$ cat src/rtl/branch_pc_sequencer_if.sv
// Instruction-memory fetch channel between the PC sequencer and the fetch port.
interface branch_pc_sequencer_if;
  logic        oIMEM_REQ;
  logic [31:0] oIMEM_ADDR;
  logic        iIMEM_ACK;
  logic [31:0] iIMEM_DATA;

  // Sequencer side: issues requests, receives instruction words.
  modport master (
    output oIMEM_REQ,
    output oIMEM_ADDR,
    input  iIMEM_ACK,
    input  iIMEM_DATA
  );

  // Memory side: observes requests, returns instruction words.
  modport slave (
    input  oIMEM_REQ,
    input  oIMEM_ADDR,
    output iIMEM_ACK,
    output iIMEM_DATA
  );
endinterface

$ cat src/rtl/branch_pc_sequencer.sv
// RV32I program-counter sequencer: fetch / decode / exec control with
// branch and JAL target selection, misalignment trap and retire counter.
module branch_pc_sequencer #(
  parameter logic [31:0] RESET_PC = 32'h0000_0000
) (
  input  logic                         iCLK,
  input  logic                         iRST_N,
  input  logic                         iRUN,
  branch_pc_sequencer_if.master        imem,
  output logic [31:0]                  oIR,
  output logic [31:0]                  oPC,
  output logic [31:0]                  oLINK,
  input  logic                         iHOLD,
  input  logic                         iBR_TAKEN,
  input  logic [31:0]                  iBR_OFFSET,
  output logic                         oEXEC,
  output logic                         oTRAP,
  output logic [31:0]                  oRETIRED
);

  localparam int unsigned XLEN    = 32;
  localparam int unsigned OPC_W   = 7;
  localparam logic [OPC_W-1:0] OP_BRANCH = 7'h63;
  localparam logic [OPC_W-1:0] OP_JAL    = 7'h6F;
  localparam logic [XLEN-1:0]  INSN_BYTES = 32'd4;

  typedef enum logic [2:0] {
    S_IDLE   = 3'd0,
    S_FETCH  = 3'd1,
    S_DECODE = 3'd2,
    S_EXEC   = 3'd3,
    S_TRAP   = 3'd4
  } state_t;

  state_t          r_state;
  logic            r_req;
  logic            r_exec;
  logic            r_trap;
  logic [XLEN-1:0] r_pc;
  logic [XLEN-1:0] r_link;
  logic [XLEN-1:0] r_ir;
  logic [XLEN-1:0] r_retired;

  logic [OPC_W-1:0] w_opcode;
  logic [XLEN-1:0]  w_jal_imm;
  logic [XLEN-1:0]  w_offset;
  logic [XLEN-1:0]  w_next;
  logic             w_misaligned;

  // Next-PC selection from the latched instruction and the branch verdict.
  always_comb begin
    w_opcode  = r_ir[OPC_W-1:0];
    w_jal_imm = {{12{r_ir[31]}}, r_ir[19:12], r_ir[20], r_ir[30:21], 1'b0};
    w_offset  = INSN_BYTES;
    if (w_opcode == OP_BRANCH && iBR_TAKEN) begin
      w_offset = iBR_OFFSET;
    end else if (w_opcode == OP_JAL) begin
      w_offset = w_jal_imm;
    end
    w_next       = r_pc + w_offset;
    w_misaligned = |w_next[1:0];
  end

  // Control FSM with registered strobes, PC, IR and retire count.
  always_ff @(posedge iCLK or negedge iRST_N) begin
    if (!iRST_N) begin
      r_state   <= S_IDLE;
      r_req     <= 1'b0;
      r_exec    <= 1'b0;
      r_trap    <= 1'b0;
      r_pc      <= RESET_PC;
      r_link    <= RESET_PC + INSN_BYTES;
      r_ir      <= '0;
      r_retired <= '0;
    end else begin
      case (r_state)
        S_IDLE: begin
          if (iRUN) begin
            r_state <= S_FETCH;
            r_req   <= 1'b1;
          end
        end
        S_FETCH: begin
          if (imem.iIMEM_ACK) begin
            r_ir    <= imem.iIMEM_DATA;
            r_req   <= 1'b0;
            r_state <= S_DECODE;
          end
        end
        S_DECODE: begin
          r_state <= S_EXEC;
          r_exec  <= 1'b1;
        end
        S_EXEC: begin
          if (!iHOLD) begin
            r_exec <= 1'b0;
            if (w_misaligned) begin
              // PC and counter stay on the faulting instruction.
              r_trap  <= 1'b1;
              r_state <= S_TRAP;
            end else begin
              r_pc      <= w_next;
              r_link    <= w_next + INSN_BYTES;
              r_retired <= r_retired + 32'd1;
              if (iRUN) begin
                r_state <= S_FETCH;
                r_req   <= 1'b1;
              end else begin
                r_state <= S_IDLE;
              end
            end
          end
        end
        S_TRAP: begin
          r_state <= S_TRAP;
        end
        default: begin
          r_state <= S_IDLE;
          r_req   <= 1'b0;
          r_exec  <= 1'b0;
        end
      endcase
    end
  end

  assign imem.oIMEM_REQ  = r_req;
  assign imem.oIMEM_ADDR = r_pc;
  assign oIR             = r_ir;
  assign oPC             = r_pc;
  assign oLINK           = r_link;
  assign oEXEC           = r_exec;
  assign oTRAP           = r_trap;
  assign oRETIRED        = r_retired;

endmodule

$ cat src/flat_wrapper.sv
// flat-port wrapper written by rule: the top's interface ports become plain ports
module branch_pc_sequencer_flat 
#(
  parameter logic [31:0] RESET_PC = 32'h0000_0000
)
  (iCLK, iRST_N, iRUN, oIR, oPC, oLINK, iHOLD, iBR_TAKEN, iBR_OFFSET, oEXEC, oTRAP, oRETIRED, imem_oIMEM_REQ, imem_oIMEM_ADDR, imem_iIMEM_ACK, imem_iIMEM_DATA);
  branch_pc_sequencer_if imem_i ();
  input  logic iCLK;
  input  logic iRST_N;
  input  logic iRUN;
  output logic [31:0] oIR;
  output logic [31:0] oPC;
  output logic [31:0] oLINK;
  input  logic iHOLD;
  input  logic iBR_TAKEN;
  input  logic [31:0] iBR_OFFSET;
  output logic oEXEC;
  output logic oTRAP;
  output logic [31:0] oRETIRED;
  output wire logic [$bits(imem_i.oIMEM_REQ)-1:0] imem_oIMEM_REQ;
  output wire logic [$bits(imem_i.oIMEM_ADDR)-1:0] imem_oIMEM_ADDR;
  input wire logic [$bits(imem_i.iIMEM_ACK)-1:0] imem_iIMEM_ACK;
  input wire logic [$bits(imem_i.iIMEM_DATA)-1:0] imem_iIMEM_DATA;
  assign imem_oIMEM_REQ = imem_i.oIMEM_REQ;
  assign imem_oIMEM_ADDR = imem_i.oIMEM_ADDR;
  assign imem_i.iIMEM_ACK = imem_iIMEM_ACK;
  assign imem_i.iIMEM_DATA = imem_iIMEM_DATA;
  branch_pc_sequencer #(.RESET_PC(RESET_PC)) u_core (.iCLK(iCLK), .iRST_N(iRST_N), .iRUN(iRUN), .imem(imem_i), .oIR(oIR), .oPC(oPC), .oLINK(oLINK), .iHOLD(iHOLD), .iBR_TAKEN(iBR_TAKEN), .iBR_OFFSET(iBR_OFFSET), .oEXEC(oEXEC), .oTRAP(oTRAP), .oRETIRED(oRETIRED));
endmodule
$ cat config.mk
export PLATFORM = sky130hd
export DESIGN_NAME = branch_pc_sequencer_flat
export DESIGN_NICKNAME = d
export VERILOG_FILES = /design/src/rtl/branch_pc_sequencer_if.sv /design/src/rtl/branch_pc_sequencer.sv /design/src/flat_wrapper.sv
export SDC_FILE = /design/constraint.sdc
export NUM_CORES = 1
export LEC_CHECK = 0
export ABC_CLOCK_PERIOD_IN_PS = 5100
export CAP_MARGIN = 25
export CORE_MARGIN = 3
export CORE_UTILIZATION = 45
export CTS_BUF_LIST = sky130_fd_sc_hd__clkbuf_8
export CTS_CLUSTER_SIZE = 10
export DETAILED_ROUTE_END_ITERATION = 12
export PLACE_DENSITY = 0.79
export SLEW_MARGIN = 20
export SYNTH_ARGS = -nofsm -noshare
export SYNTH_HDL_FRONTEND = slang
export SYNTH_SLANG_ARGS = --single-unit
export TNS_END_PERCENT = 5
$ cat constraint.sdc
create_clock -name iCLK -period 5.1 [get_ports iCLK]
set_input_delay 0.51 -clock iCLK [delete_from_list [all_inputs] [get_ports iCLK]]
set_output_delay 0.51 -clock iCLK [all_outputs]
set_load 0.03 [all_outputs]
==> results of run 1 <==
-- where the power goes --
part           internal (mW)  switching (mW)  total (mW)
combinational          0.622           0.755        1.38
clock                  0.362           0.461       0.823
sequential              1.23           0.170        1.40
total                   2.22            1.39        3.60
-- flip-flops by register name, indices dropped and copies added, names as in the netlist --
signal	flops
u_core.oIR	32
u_core.r_state	3
u_core.oEXEC	1
u_core.oTRAP	1
u_core.oLINK	32
u_core.imem.oIMEM_REQ	1
u_core.imem.oIMEM_ADDR	30
u_core.oRETIRED	32
-- final cells by class --
| class | count | share of cell area, % |
|---|---|---|
| inverters | 16 | 0.5392 |
| multi-input cells | 671 | 41.35 |
| well taps | 229 | 2.572 |
| clock buffers | 18 | 2.224 |
| flip-flops and latches | 132 | 29.67 |
| repair buffers | 258 | 22.61 |
| clock inverters | 14 | 1.033 |
-- cell usage after synthesis, drive strengths merged (4+ instances only) --
master,count
and2,6
dfrtp,131
a21oi,37
and4,4
nor2,42
a21boi,5
nor3,16
nand3b,6
a211oi,6
xnor2,49
and3,10
nor2b,11
ha,35
nor4,7
a21o,15
mux2,32
nand2,157
or2,6
o21bai,6
clkbuf,25
nand4,11
o21a,19
a22o,18
or3,5
inv,16
o21ai,61
xor2,27
o31ai,4
nand3,24
buf,45
o211ai,8
-- placed cells by master (no fill, tap or decap), drive strengths merged, types with 4 or more instances in the layout --
master	n
buf	27
xor2	27
nor3	16
o21bai	6
inv	25
nand2	157
o31ai	4
nor2	42
nor4	7
and3	10
a22o	18
mux2	32
dfrtp	131
ha	35
or2	6
nand4	11
and4	4
xnor2	49
clkdlybuf4s50	231
nor2b	11
a211oi	6
or3	5
clkbuf	18
nand3b	6
and2	6
o21a	19
a21o	15
o21ai	61
a21boi	5
a21oi	37
nand3	24
o211ai	8
-- cells by family (layout without fill, tap and decap cells) --
kind of cell / after synthesis / in the layout
simple gates: 318 / 318
compound gates: 206 / 206
flops: 132 / 132
buf+inv: 86 / 306
xor+xnor: 76 / 76
fa+ha+maj: 36 / 36
mux: 35 / 35
-- timing repair --
action	CTS	global route
resized for setup	0	4
buffers inserted	0	0
endpoints found under the setup margin	0	4
-- worst max-delay path, stage by stage, from the launching register on --
cell      delay, ns
dfrtp_1        0.39
nor2b_1        0.16
nand4_1        0.20
or4b_4         0.62
buf_4          0.20
o21a_1         0.17
ha_1           0.31
a21oi_1        0.28
o21ai_0        0.17
or2_0          0.24
o32a_1         0.42
a2111o_1       0.46
a2111o_1       0.38
o211ai_2       0.12
nand3_2        0.11
o21a_1         0.19
o31ai_2        0.16
-- final timing paths --
path | slack, ns | cells after the start | to | from
max in group asynchronous | 3.94 | 2 | u_core.oIR[22] | iRST_N
worst min register to register | 0.47 | 1 | u_core.oRETIRED[31] | u_core.oRETIRED[31]
worst max-delay path | 0.44 | 16 | u_core.oLINK[31] | u_core.oIR[6]
worst max register to register | 0.44 | 16 | u_core.oLINK[31] | u_core.oIR[6]
worst min-delay path | 0.12 | 1 | u_core.imem.oIMEM_ADDR[28] | iRST_N
min in group iCLK | 0.47 | 1 | u_core.oRETIRED[31] | u_core.oRETIRED[31]
-- through the flow --
step | instance area (sq um) | hold WS (ns) | power, mW
2_1_floorplan | 8343 | 0.2144 | 2.208
3_3_place_gp | 10750 | 0.4559 | 2.772
3_5_place_dp | 10750 | 0.4614 | 2.796
4_1_cts | 11120 | 0.1533 | 3.629
5_1_grt | 11140 | 0.1814 | 3.791
6_report | 11140 | 0.1222 | 3.602
-- layer usage --
| layer | GRT usage, % | vias up | wire length [microns] |
|---|---|---|---|
| li1 | - | 3522 | - |
| met1 | 32.06 | 3451 | 10730 |
| met2 | 35.06 | 243 | 10280 |
| met3 | 5.679 | 22 | 1659 |
| met4 | 7.323 | 0 | 399 |
| met5 | 0 | - | 0 |
==> metrics.md, run 1 <==
| Metric | Value |
|---|---|
| Total power divided by cell area | `323.4 nW/um^2` |
| Final clock period utilization by the worst path | `91.33%` |
| Mux cell area share after synthesis | `4.679%` |
| Final routed DRC violation total | `0` |
| Initial standard-cell utilization of the core | `about 46%` |
| Least setup slack across all paths after layout | `0.4420 ns` |
| Number of filler cells placed in the layout | `approximately 1600` |
| Flip-flop and latch area | `3304 sq um` |
| Number of H-tree levels | `4` |
| Number of standard cells in the final layout excluding fillers | `1338` |
| Main area contributors after synthesis | `dfrtp_1, nand2_1, ha_1` |
| Number of port buffers | `232` |
| Die Y-Extent | `about 140 microns` |
| Final slew viol count | `0` |
| Count of distinct cell types in the synthesized netlist | `84` |
| Fin Clk Skew | `0.01930 ns` |
| Buffers from clock root to sink, at most | `2` |
| Post-synthesis share of cell area spent on full adders, half adders and majority gates | `5.489%` |
| Per-cell routed wire length | `17.24 microns` |
| Critical path required time | `5.46 ns` |
| Wire length of the first global-routing pass | `37010 microns` |
| Max Cap Viol | `0` |
| Synth Area per Inst | `9.385 sq um` |
| Number of global-route vias before repair | `a little over 7000` |
| Maximum number of pins on one net before global-route repair | `93` |
| Post-synthesis instance area | `8343 sq um` |
| Share of the synthesized area in the top cell type | `about two fifths` |
| Dpl cells | `1306` |
| Post-synthesis share of cell area spent on xor and xnor gates | `8.158%` |
| Clock root cell | `clkbuf_8` |
| Cell row count | `49` |
| Data arrival time of the worst path | `5.02 ns` |
| Kind of path behind the tightest hold check | `input port to asynchronous set/reset pin` |
| Number of enable-type register cells in the synthesized netlist | `0` |
| First-pass DRT Iterations | `6` |
| N_diodes | `0` |
| Clock-pin transition on the worst setup and hold timing paths | `0.09 ns` |
| Worst relative slew slack | `36.75%` |
| Area enclosed by the die boundary | `20210 sq um` |
| Area inside the core boundary | `18090 sq um` |
| Multi-input gate area | `4606 sq um` |
| Largest driver fanout on the critical path | `11` |
| Simple-gate area share of the yosys netlist | `18.81%` |
| Startpoint types | `flip-flop` |
| Count of boundary I/O pins | `233` |
| Main combinational cell family by area after synthesis | `simple AND/OR/NAND/NOR gates` |
| Cells after synthesis | `889` |
| Skew-Pair Late Insertion Delay | `0.45 ns` |
| Routed via count divided by cell count | `5.410` |
| CTS tree | `built` |
| Fraction of the yosys area taken by sequential cells | `39.61%` |
| Vias | `7238` |
| Synth async-reset ratio | `100.0%` |
| Antenna viol nets, final | `0` |
| Critical Path End Type | `flip-flop` |
| CTS Hold Bufs | `0` |
| Synth Warn # | `0` |
| Maximum vdd drop | `0.3950 mV` |
| Total Routed Length | `between 20000 and 25000 microns` |
| Final count of negative-setup-slack endpoints | `0` |
| CP Class | `flip-flop to flip-flop` |
| Core Util, Final | `61.58%` |
| Layout cell share with drive strength beyond 1 | `about an eighth` |
| Setup TNS | `0 ns` |
| Weighted congestion at the end of routability-driven global placement | `0.9323` |
| Die Wd | `142.2 microns` |
| Number of nets produced by synthesis | `just under 1000` |
| Primary flip-flop cell chosen by synthesis mapping | `dfrtp_1` |
| Overall overflow remaining after global route | `0` |
| Complex-gate fraction of the synthesized area | `17.55%` |
| Clock net sink count | `132` |
| Leakage power of the design | `4.834 nW` |
| Worst slack at placement | `0.1189 ns` |
| Status | `completed` |
| Worst Tran Pin Value | `0.9339 ns` |
| Library cell occupying the most area in the post-synthesis netlist | `dfrtp_1` |
| Overall routing resource usage | `22.91%` |
| Peak clock frequency supported by timing | `about 210 MHz` |
| Count of endpoints failing hold in the final timing report | `0` |
| Syn-to-layout area delta | `33.50%` |
| Final critical-path required period | `4.658 ns` |
| Flip-flop and latch count after synthesis | `132` |
| Number of antenna violations at the first check in global routing | `0` |
| Total CTS buffers | `17` |
| Number of nets in the layout | `1202` |
| Unrepaired setup endpoints after global routing | `no` |
| Estimated wirelength of the detail-placed design | `17950 microns` |
| Detailed Route Iter0 Violations | `477` |
(Power assumes the default switching activity.)
==> run 2, diff against run 1 <==
--- a/config.mk
+++ b/config.mk
@@ -13,7 +13,7 @@
 export CTS_CLUSTER_SIZE = 10
 export DETAILED_ROUTE_END_ITERATION = 12
 export PLACE_DENSITY = 0.79
-export SLEW_MARGIN = 20
+export RECOVER_POWER = 25
 export SYNTH_ARGS = -nofsm -noshare
 export SYNTH_HDL_FRONTEND = slang
 export SYNTH_SLANG_ARGS = --single-unit
==> run 2 against run 1 <==
The run now ends with max-capacitance violations, max-slew violations left. Cell area about the same. Sequential power about the same. Non-clock buffer count unchanged. Routed wire length decreased by 0.40%.
==> metrics.md, run 2 (synthesis gave the netlist of run 1 again) <==
| Metric | Value |
|---|---|
| Final critical-path required period | `4.665 ns` |
| Cell row count | `49` |
| Buffers from clock root to sink, at most | `2` |
| Minimum setup slack among reg-to-reg paths | `0.43 ns` |
| Count of boundary I/O pins | `233` |
| Multi-input gate area | `4606 sq um` |
| CTS tree | `built` |
| Startpoint types | `flip-flop` |
| Initial standard-cell utilization of the core | `46.13%` |
| Syn-to-layout area delta | `33.44%` |
| Number of cell instances on the worst register-to-register path | `16` |
| Placement Cell Area | `10750 sq um` |
| Number of antenna violations at the first check in global routing | `0` |
| Count of endpoints failing hold in the final timing report | `0` |
| Estimated wirelength of the detail-placed design | `17950 microns` |
| Critical Path End Type | `flip-flop` |
| Total CTS buffers | `17` |
| Status | `finished with violations` |
| Leakage power of the design | `4.833 nW` |
| Count of cells along the worst hold path | `1` |
| Total power divided by cell area | `323.4 nW/um^2` |
| Layout cell share with drive strength beyond 1 | `11.99%` |
| Number of filler cells placed in the layout | `1572` |
| CP Class | `flip-flop to flip-flop` |
| Peak clock frequency supported by timing | `roughly 210 MHz` |
| Maximum number of pins on one net before global-route repair | `93` |
| Largest driver fanout on the critical path | `11` |
| Number of nets in the layout | `about 1200` |
| Least setup slack across all paths after layout | `0.4347 ns` |
| Area inside the core boundary | `about 18000 sq um` |
| N_diodes | `0` |
| Setup TNS | `0 ns` |
| Kind of path behind the tightest hold check | `flip-flop to flip-flop` |
| Origin of the critical flop-to-flop path | `u_core.oIR[6]` |
| Clock-pin transition on the worst setup and hold timing paths | `approximately 0.090 ns` |
| Data arrival time of the worst path | `5.03 ns` |
| Final clock period utilization by the worst path | `91.48%` |
| Terminus of the critical flop-to-flop path | `u_core.oLINK[31]` |
| Critical path required time | `5.46 ns` |
| Overall routing resource usage | `22.91%` |
| Worst Tran Pin Value | `between 4 and 5 ns` |
| Worst relative slew slack | `-171.4%` |
| Max Cap Viol | `1` |
| Wire length of the first global-routing pass | `about 37000 microns` |
| Worst min-delay path startpoint | `u_core.oRETIRED[31]` |
| Area enclosed by the die boundary | `between 20000 and 25000 sq um` |
| Final routed DRC violation total | `0` |
| Worst Hold End | `u_core.oRETIRED[31]` |
| Clock net sink count | `132` |
| Flip-flop and latch area | `3304 sq um` |
| Post-route cell area | `11130 sq um` |
| Worst slack at placement | `0.1189 ns` |
| Fin Clk Skew | `0.01980 ns` |
| Most frequent standard cell in the layout excluding fill and tap cells | `clkdlybuf4s50_1` |
| Die Wd | `142.2 microns` |
| Per-cell routed wire length | `17.17 microns` |
| Skew-Pair Late Insertion Delay | `0.45 ns` |
| Die Y-Extent | `around 140 microns` |
| Overall overflow remaining after global route | `0` |
| CTS Hold Bufs | `0` |
| Failing checks | `max-capacitance violations, max-slew violations` |
| Maximum vdd drop | `between 0.3 and 0.4 mV` |
| Antenna viol nets, final | `0` |
| First-pass DRT Iterations | `6` |
| Core Util, Final | `61.56%` |
| Vias | `7238` |
| Routed via count divided by cell count | `5.410` |
| Weighted congestion at the end of routability-driven global placement | `0.9323` |
| Unrepaired setup endpoints after global routing | `no` |
| Number of global-route vias before repair | `7150` |
| Number of port buffers | `232` |
| Total Routed Length | `22970 microns` |
| Power consumption | `3.601 mW` |
| Final slew viol count | `93` |
| Clock root cell | `clkbuf_8` |
| Number of H-tree levels | `4` |
| Final count of negative-setup-slack endpoints | `0` |
| Leading cell types in the layout, fill and taps excluded | `clkdlybuf4s50_1, nand2_1, dfrtp_1` |
| Detailed Route Iter0 Violations | `roughly 540` |
run 2: cell types whose count changed in the layout (fill, tap and decap cells not counted):
| cell | delta |
|---|---|
| buf_2 | +1 |
| buf_4 | -1 |
| buf_6 | -1 |
| clkdlybuf4s50_1 | -1 |
| dlygate4sd2_1 | +1 |
| dlygate4sd3_1 | +1 |
run 2: area by class of cell:
class / instances / share of cell area, %
Multi-Input combinational cell: 671 / 41.37
Sequential cell: 132 / 29.68
Timing Repair Buffer: 258 / 22.58
Tap cell: 229 / 2.574
Clock buffer: 18 / 2.225
Clock inverter: 14 / 1.034
Inverter: 16 / 0.5394
run 2: through the flow:
step,hold WS (ns),std cells
2_1_floorplan,0.2144,889
3_3_place_gp,0.4559,1306
3_5_place_dp,0.4614,1306
4_1_cts,0.1533,1338
5_1_grt,0.5028,1338
6_report,0.4737,1338
run 2: what timing repair did:
item	in CTS	in global routing
setup endpoints to repair	0	4
resized for setup	0	4
setup buffers	0	0
endpoints found under the hold margin	0	0
run 2: how the worst max path moves through the flow:
stage,startpoint,endpoint,cells past startpoint
floorplan,u_core.oIR[6],u_core.oLINK[31],18
global placement,iBR_TAKEN,u_core.oLINK[31],15
detailed placement,iBR_TAKEN,u_core.oLINK[31],15
CTS,u_core.oIR[4],u_core.oLINK[31],16
global route,u_core.oIR[6],u_core.oLINK[25],18
finish,u_core.oIR[6],u_core.oLINK[31],16
run 2: metal layers:
layer / wire [microns] / up-vias / GRT usage, % / share of wire, %
li1: - / 3520 / - / -
met1: 10720 / 3456 / 32.06 / 47
met2: 10280 / 243 / 35.06 / 45
met3: 1579 / 19 / 5.679 / 6.9
met4: 393 / 0 / 7.323 / 1.7
met5: 0 / - / 0 / 0
run 2: report_power, final:
part | switching [mW] | leakage (nW) | internal, mW
combinational | 0.754 | 2.91 | 0.621
sequential | 0.169 | 1.74 | 1.23
clock | 0.462 | 0.183 | 0.362
run 2: worst max-delay path: stages (launching register included):
cell and delay, ns:
dfrtp_1 0.39, nor2b_1 0.16, nand4_1 0.20, or4b_4 0.62, buf_4 0.20, o21a_1 0.17, ha_1 0.31, a21oi_1 0.28
o21ai_0 0.17, or2_0 0.24, o32a_1 0.42, a2111o_1 0.46, a2111o_1 0.38, o211ai_2 0.12, nand3_2 0.11, o21a_1 0.19
o31ai_2 0.16
